## src/rtl/pipe_ctrl_pkg.sv

```systemverilog
// pipe_ctrl shared types: sequencer states and depth limit.
// Imported by pipe_ctrl and pipe_ctrl_occ.
package pipe_ctrl_pkg;

  typedef enum logic [1:0] {
    IDLE  = 2'd0,
    RUN   = 2'd1,
    DRAIN = 2'd2
  } pipe_state_t;

  localparam int PIPE_MAX_DEP = 32;

endpackage

```

## src/rtl/pipe_ctrl_occ.sv

```systemverilog
// Up/down occupancy counter with synchronous clear.
// Exposes next value so the sequencer can see the count it is moving to.
module pipe_ctrl_occ
  import pipe_ctrl_pkg::*;
#(
  parameter int CW = 3
) (
  input  logic          clk,
  input  logic          rst,
  input  logic          clr,
  input  logic          inc,
  input  logic          dec,
  output logic [CW-1:0] cnt,
  output logic [CW-1:0] cnt_nxt
);

  always_comb begin
    cnt_nxt = cnt;
    if (clr)
      cnt_nxt = '0;
    else if (inc & ~dec)
      cnt_nxt = cnt + CW'(1);
    else if (dec & ~inc)
      cnt_nxt = cnt - CW'(1);
  end

  always_ff @(posedge clk or posedge rst) begin
    if (rst)
      cnt <= '0;
    else
      cnt <= cnt_nxt;
  end

endmodule

```

## src/rtl/pipe_ctrl.sv

```systemverilog
// Valid-tracking sequencer for a DEP-stage clock-enabled pipeline.
// PIPE_CTRL_COLLAPSE_EN: per-stage enables that squeeze out bubbles.
module pipe_ctrl
  import pipe_ctrl_pkg::*;
#(
  parameter int DEP = 4,
  parameter int CW  = $clog2(DEP+1)
) (
  input  logic           clk,
  input  logic           rst,
  input  logic           in_valid,
  output logic           in_ready,
  output logic           out_valid,
  input  logic           out_ready,
  input  logic           flush,
  input  logic           drain_req,
  output logic           drained,
  output logic [DEP-1:0] stage_ce,
  output logic [DEP-1:0] stage_valid,
  output logic [CW-1:0]  occ
);

  pipe_state_t    state;
  pipe_state_t    state_n;
  logic           drained_n;
  logic           acc;
  logic           emt;
  logic [DEP-1:0] sv_n;
  logic [CW-1:0]  occ_nxt;

  assign out_valid = stage_valid[DEP-1];
  assign acc       = in_valid & in_ready;
  assign emt       = out_valid & out_ready;
  assign in_ready  = stage_ce[0] & ~flush & (state != DRAIN);

`ifdef PIPE_CTRL_COLLAPSE_EN
  // Stage k may load unless it and every stage after it is full.
  always_comb begin
    logic full;
    full     = out_ready ? 1'b0 : 1'b1;
    stage_ce = '0;
    for (int k = DEP-1; k >= 0; k--) begin
      full        = full & stage_valid[k];
      stage_ce[k] = ~full;
    end
  end
`else
  always_comb begin
    stage_ce = {DEP{~stage_valid[DEP-1] | out_ready}};
  end
`endif

  always_comb begin
    sv_n = stage_valid;
    if (stage_ce[0])
      sv_n[0] = acc;
    for (int k = 1; k < DEP; k++)
      if (stage_ce[k])
        sv_n[k] = stage_valid[k-1];
    if (flush)
      sv_n = '0;
  end

  always_ff @(posedge clk or posedge rst) begin
    if (rst)
      stage_valid <= '0;
    else
      stage_valid <= sv_n;
  end

  pipe_ctrl_occ #(
    .CW(CW)
  ) u_occ (
    .clk    (clk),
    .rst    (rst),
    .clr    (flush),
    .inc    (acc),
    .dec    (emt),
    .cnt    (occ),
    .cnt_nxt(occ_nxt)
  );

  always_comb begin
    state_n   = state;
    drained_n = 1'b0;
    unique case (state)
      IDLE: begin
        if (drain_req & ~acc)
          drained_n = 1'b1;
        else if (acc)
          state_n = drain_req ? DRAIN : RUN;
      end
      RUN: begin
        if (occ_nxt == '0 && !acc) begin
          state_n   = IDLE;
          drained_n = drain_req;
        end else if (drain_req) begin
          state_n = DRAIN;
        end
      end
      DRAIN: begin
        if (occ_nxt == '0) begin
          state_n   = IDLE;
          drained_n = 1'b1;
        end
      end
      default: state_n = IDLE;
    endcase
    if (flush) begin
      state_n   = IDLE;
      drained_n = 1'b0;
    end
  end

  always_ff @(posedge clk or posedge rst) begin
    if (rst) begin
      state   <= IDLE;
      drained <= 1'b0;
    end else begin
      state   <= state_n;
      drained <= drained_n;
    end
  end

endmodule

```

## config.mk

```make
export PLATFORM = sky130hd
export DESIGN_NAME = pipe_ctrl
export DESIGN_NICKNAME = d
export VERILOG_FILES = /design/src/rtl/pipe_ctrl_pkg.sv /design/src/rtl/pipe_ctrl_occ.sv /design/src/rtl/pipe_ctrl.sv
export SDC_FILE = /design/constraint.sdc
export NUM_CORES = 1
export LEC_CHECK = 0
export ABC_AREA = 1
export BUFFER_PORTS_ARGS = -buffer_cell sky130_fd_sc_hd__buf_2
export CORE_MARGIN = 4
export CORE_UTILIZATION = 45
export CTS_CLUSTER_SIZE = 16
export DETAILED_ROUTE_END_ITERATION = 7
export PLACE_DENSITY = 0.71
export SYNTH_ARGS = -nofsm -noshare
export SYNTH_HDL_FRONTEND = slang
export SYNTH_SLANG_ARGS = --single-unit
```

## constraint.sdc

```tcl
create_clock -name clk -period 3.4 [get_ports clk]
set_input_delay 0.68 -clock clk [delete_from_list [all_inputs] [get_ports clk]]
set_output_delay 0.68 -clock clk [all_outputs]
set_load 0.005 [all_outputs]
```

==> flow_summary.ini <==
[global_routing]
grt_antenna_before_repair = 0
grt_use_total = 0.1433
grt_pass1_vias = 527
overflow = 0
grt_pass1_wl_mm = 2.194
grt_max_degree = 11

[sta]
fin_worst_skew_ns = 0.002423
hold_viol = 0
finalSetupTns_ns = 0
tightest_slew_ns = 0.3978
max_freq_ghz = 0.5165
maxSlewViolCount = 0
min_period_ns = 1.936
setup_viol = 0
rsz0062_at_grt = no
slew-limit-headroom = 0.7345
hold_slack_ns = 0.3847
final.period_utilization = 0.5694

[synthesis]
synth_top_family_by_area = simple AND/OR/NAND/NOR gates
netlist_area_um2 = 693.2
synth_top_area_frac = 0.3610
synth.area.mux_share = 0
synth_top_area_cell = dfrtp_1
syn_inst = 84
synth_fa_ha_area_frac = 0.03610
synth-simple-area-share = 0.3881
synth_xor_area_frac = 0
ys_seq_elements = 10
synth_compound_area_frac = 0.08123
synthTopCellsByArea = dfrtp_1, nand2_1, nand3_2
synth_area_per_cell_um2 = 8.252
yosys_warnings = 0
synth-seq-area-share = 0.3610
synth_nets = 92
synthDistinctLibCells = 21

[power]
p_per_area_nw_per_um2 = 398.2
p_leak_nw = 0.4566
vdd_ir_drop_max_mv = 0.2040

[critical_path]
cp-end-kind = primary output
crit_chain = buf_2 -> inv_1 -> nand2_4 -> nand2_4 -> nor2_4 -> buf_2
cp.arrival_ns = 1.26
critPathMaxFanout = 7
slowest_stage = inv_1
crit_type = primary input to primary output
max_stage_delay_ns = 0.12
start_kind = primary input
crit_required_ns = 2.72

[cts]
tritoncts = built
ctsResizeCount = 0
cts_setup_buffers = 0
clkSinkCount = 10
htree_num_levels = 1
cts_root_buf = clkbuf_4
cts-buffers-inserted = 3
clk_latency_ns = 0.27
cts_hold_buf = 0
clk_path_buf_depth = 2
path_clk_slew_ns = 0.06

[worst_hold_path]
hold_class = primary input to async pin

[final_layout]
final_area_um2 = 799.5
nFillCells = 124
area.sequential_um2 = 250.2
syn_to_final_growth_pct = 15.34
num_antenna_cells = 0
fin_util = 0.5783
final_common_cell = buf_2
layout-drive-gt1-share = 0.4118
layoutNonFillerInstCount = 117
final_net_count = 112
most-common-layout-cells = buf_2, nand2_1, inv_1
multiInputGateArea_um2 = 350.3

[placed_design]
globalplace.congestion = 0.8025
placed_area_um2 = 777.0
io_buffers = 19
hpwlAfterDp_mm = 1.070
placed_cells = 114

[route]
vias = 603
firstDrtPassIters = 4
routedWlPerCell_um = 11.09
final_antenna_net_count = 0
vias_per_cell = 5.154
drtIter0Drc = 12
drt_wl_total_mm = 1.298
drc_errors = 0

[die]
fp.dieH_um = 47.25
initial_core_util = 0.5014
die_area_um2 = 2232
core-area_um2 = 1383
ios = 20
rows = 13
die_x_um = 47.25

[status]
status = finished clean

[flow_run]
drv_cap = 0
-- cells in the mapped netlist --
| master | count |
|---|---|
| buf_4 | 4 |
| a21oi_1 | 3 |
| nand2_4 | 2 |
| nand4_4 | 1 |
| o21ai_0 | 1 |
| nand4_2 | 2 |
| nand4_1 | 1 |
| dfrtp_1 | 10 |
| nand3_1 | 5 |
| nand3_2 | 5 |
| inv_2 | 2 |
| nor2_1 | 5 |
| inv_1 | 12 |
| clkinv_1 | 1 |
| o21ai_2 | 2 |
| nor2_4 | 1 |
| nand2_1 | 17 |
| inv_4 | 1 |
| nand2_2 | 4 |
| o22ai_1 | 3 |
| ha_1 | 2 |
-- routing by layer --
layer	up-vias	GRT usage	wire [um]	part of all wire
met5	-	0	0	0
met2	24	0.2246	582	0.45
met1	270	0.1747	583	0.45
met4	0	0.08287	23	0.018
met3	3	0.03831	108	0.083
li1	306	-	-	-
-- state kept, by name (all words and copies together) (netlist names) --
signal / flops
drained: 1
stage_valid: 4
state: 2
u_occ.cnt: 3
-- critical path: cells and delay by family --
family,cells,cell delay [ns]
buffers and inverters,3,0.34
AND/OR/NAND/NOR,3,0.23
-- kinds of logic after synthesis --
kind of cell | after synthesis
AO/OA/AOI/OAI | 9
flip-flops | 10
AND/OR/NAND/NOR | 43
adder cells (fa/ha/maj) | 2
buffers and inverters | 20
-- stage by stage --
step	setup WS (ns)	total power [mW]
2_1_floorplan	1.622	0.2144
3_3_place_gp	1.425	0.2385
3_5_place_dp	1.406	0.2400
4_1_cts	1.455	0.3227
5_1_grt	1.405	0.3436
6_report	1.464	0.3184
-- area by class of cell --
type	instances	share of cell area
clock buffer	3	0.02817
inverter	16	0.07825
multi-input combinational	54	0.4382
sequential	10	0.3130
tap	15	0.02347
timing repair buffer	19	0.1189
-- path summary, 6_finish.rpt --
path                       depth (start not counted)                       start  slack (ns)                    endpoint
min                                                2                         rst        0.38      u_occ.cnt[2]$_DFF_PP0_
min in group clk                                   2  stage_valid[0]$_DFFE_PP0P_        0.55  stage_valid[1]$_DFFE_PP0P_
max in group asynchronous                          2                         rst        2.73      u_occ.cnt[0]$_DFF_PP0_
max                                                6                   out_ready        1.46                    in_ready
max reg2reg                                        8  stage_valid[3]$_DFFE_PP0P_        1.76        state[0]$_DFFE_PP0P_
min reg2reg                                        2  stage_valid[0]$_DFFE_PP0P_        0.55  stage_valid[1]$_DFFE_PP0P_
-- where the power goes --
| group | switching (mW) | internal [mW] |
|---|---|---|
| combinational | 0.0616 | 0.0389 |
| sequential | 0.00700 | 0.130 |
| clock | 0.0402 | 0.0409 |
| total | 0.109 | 0.210 |
Power figures use the tool's default switching activity.
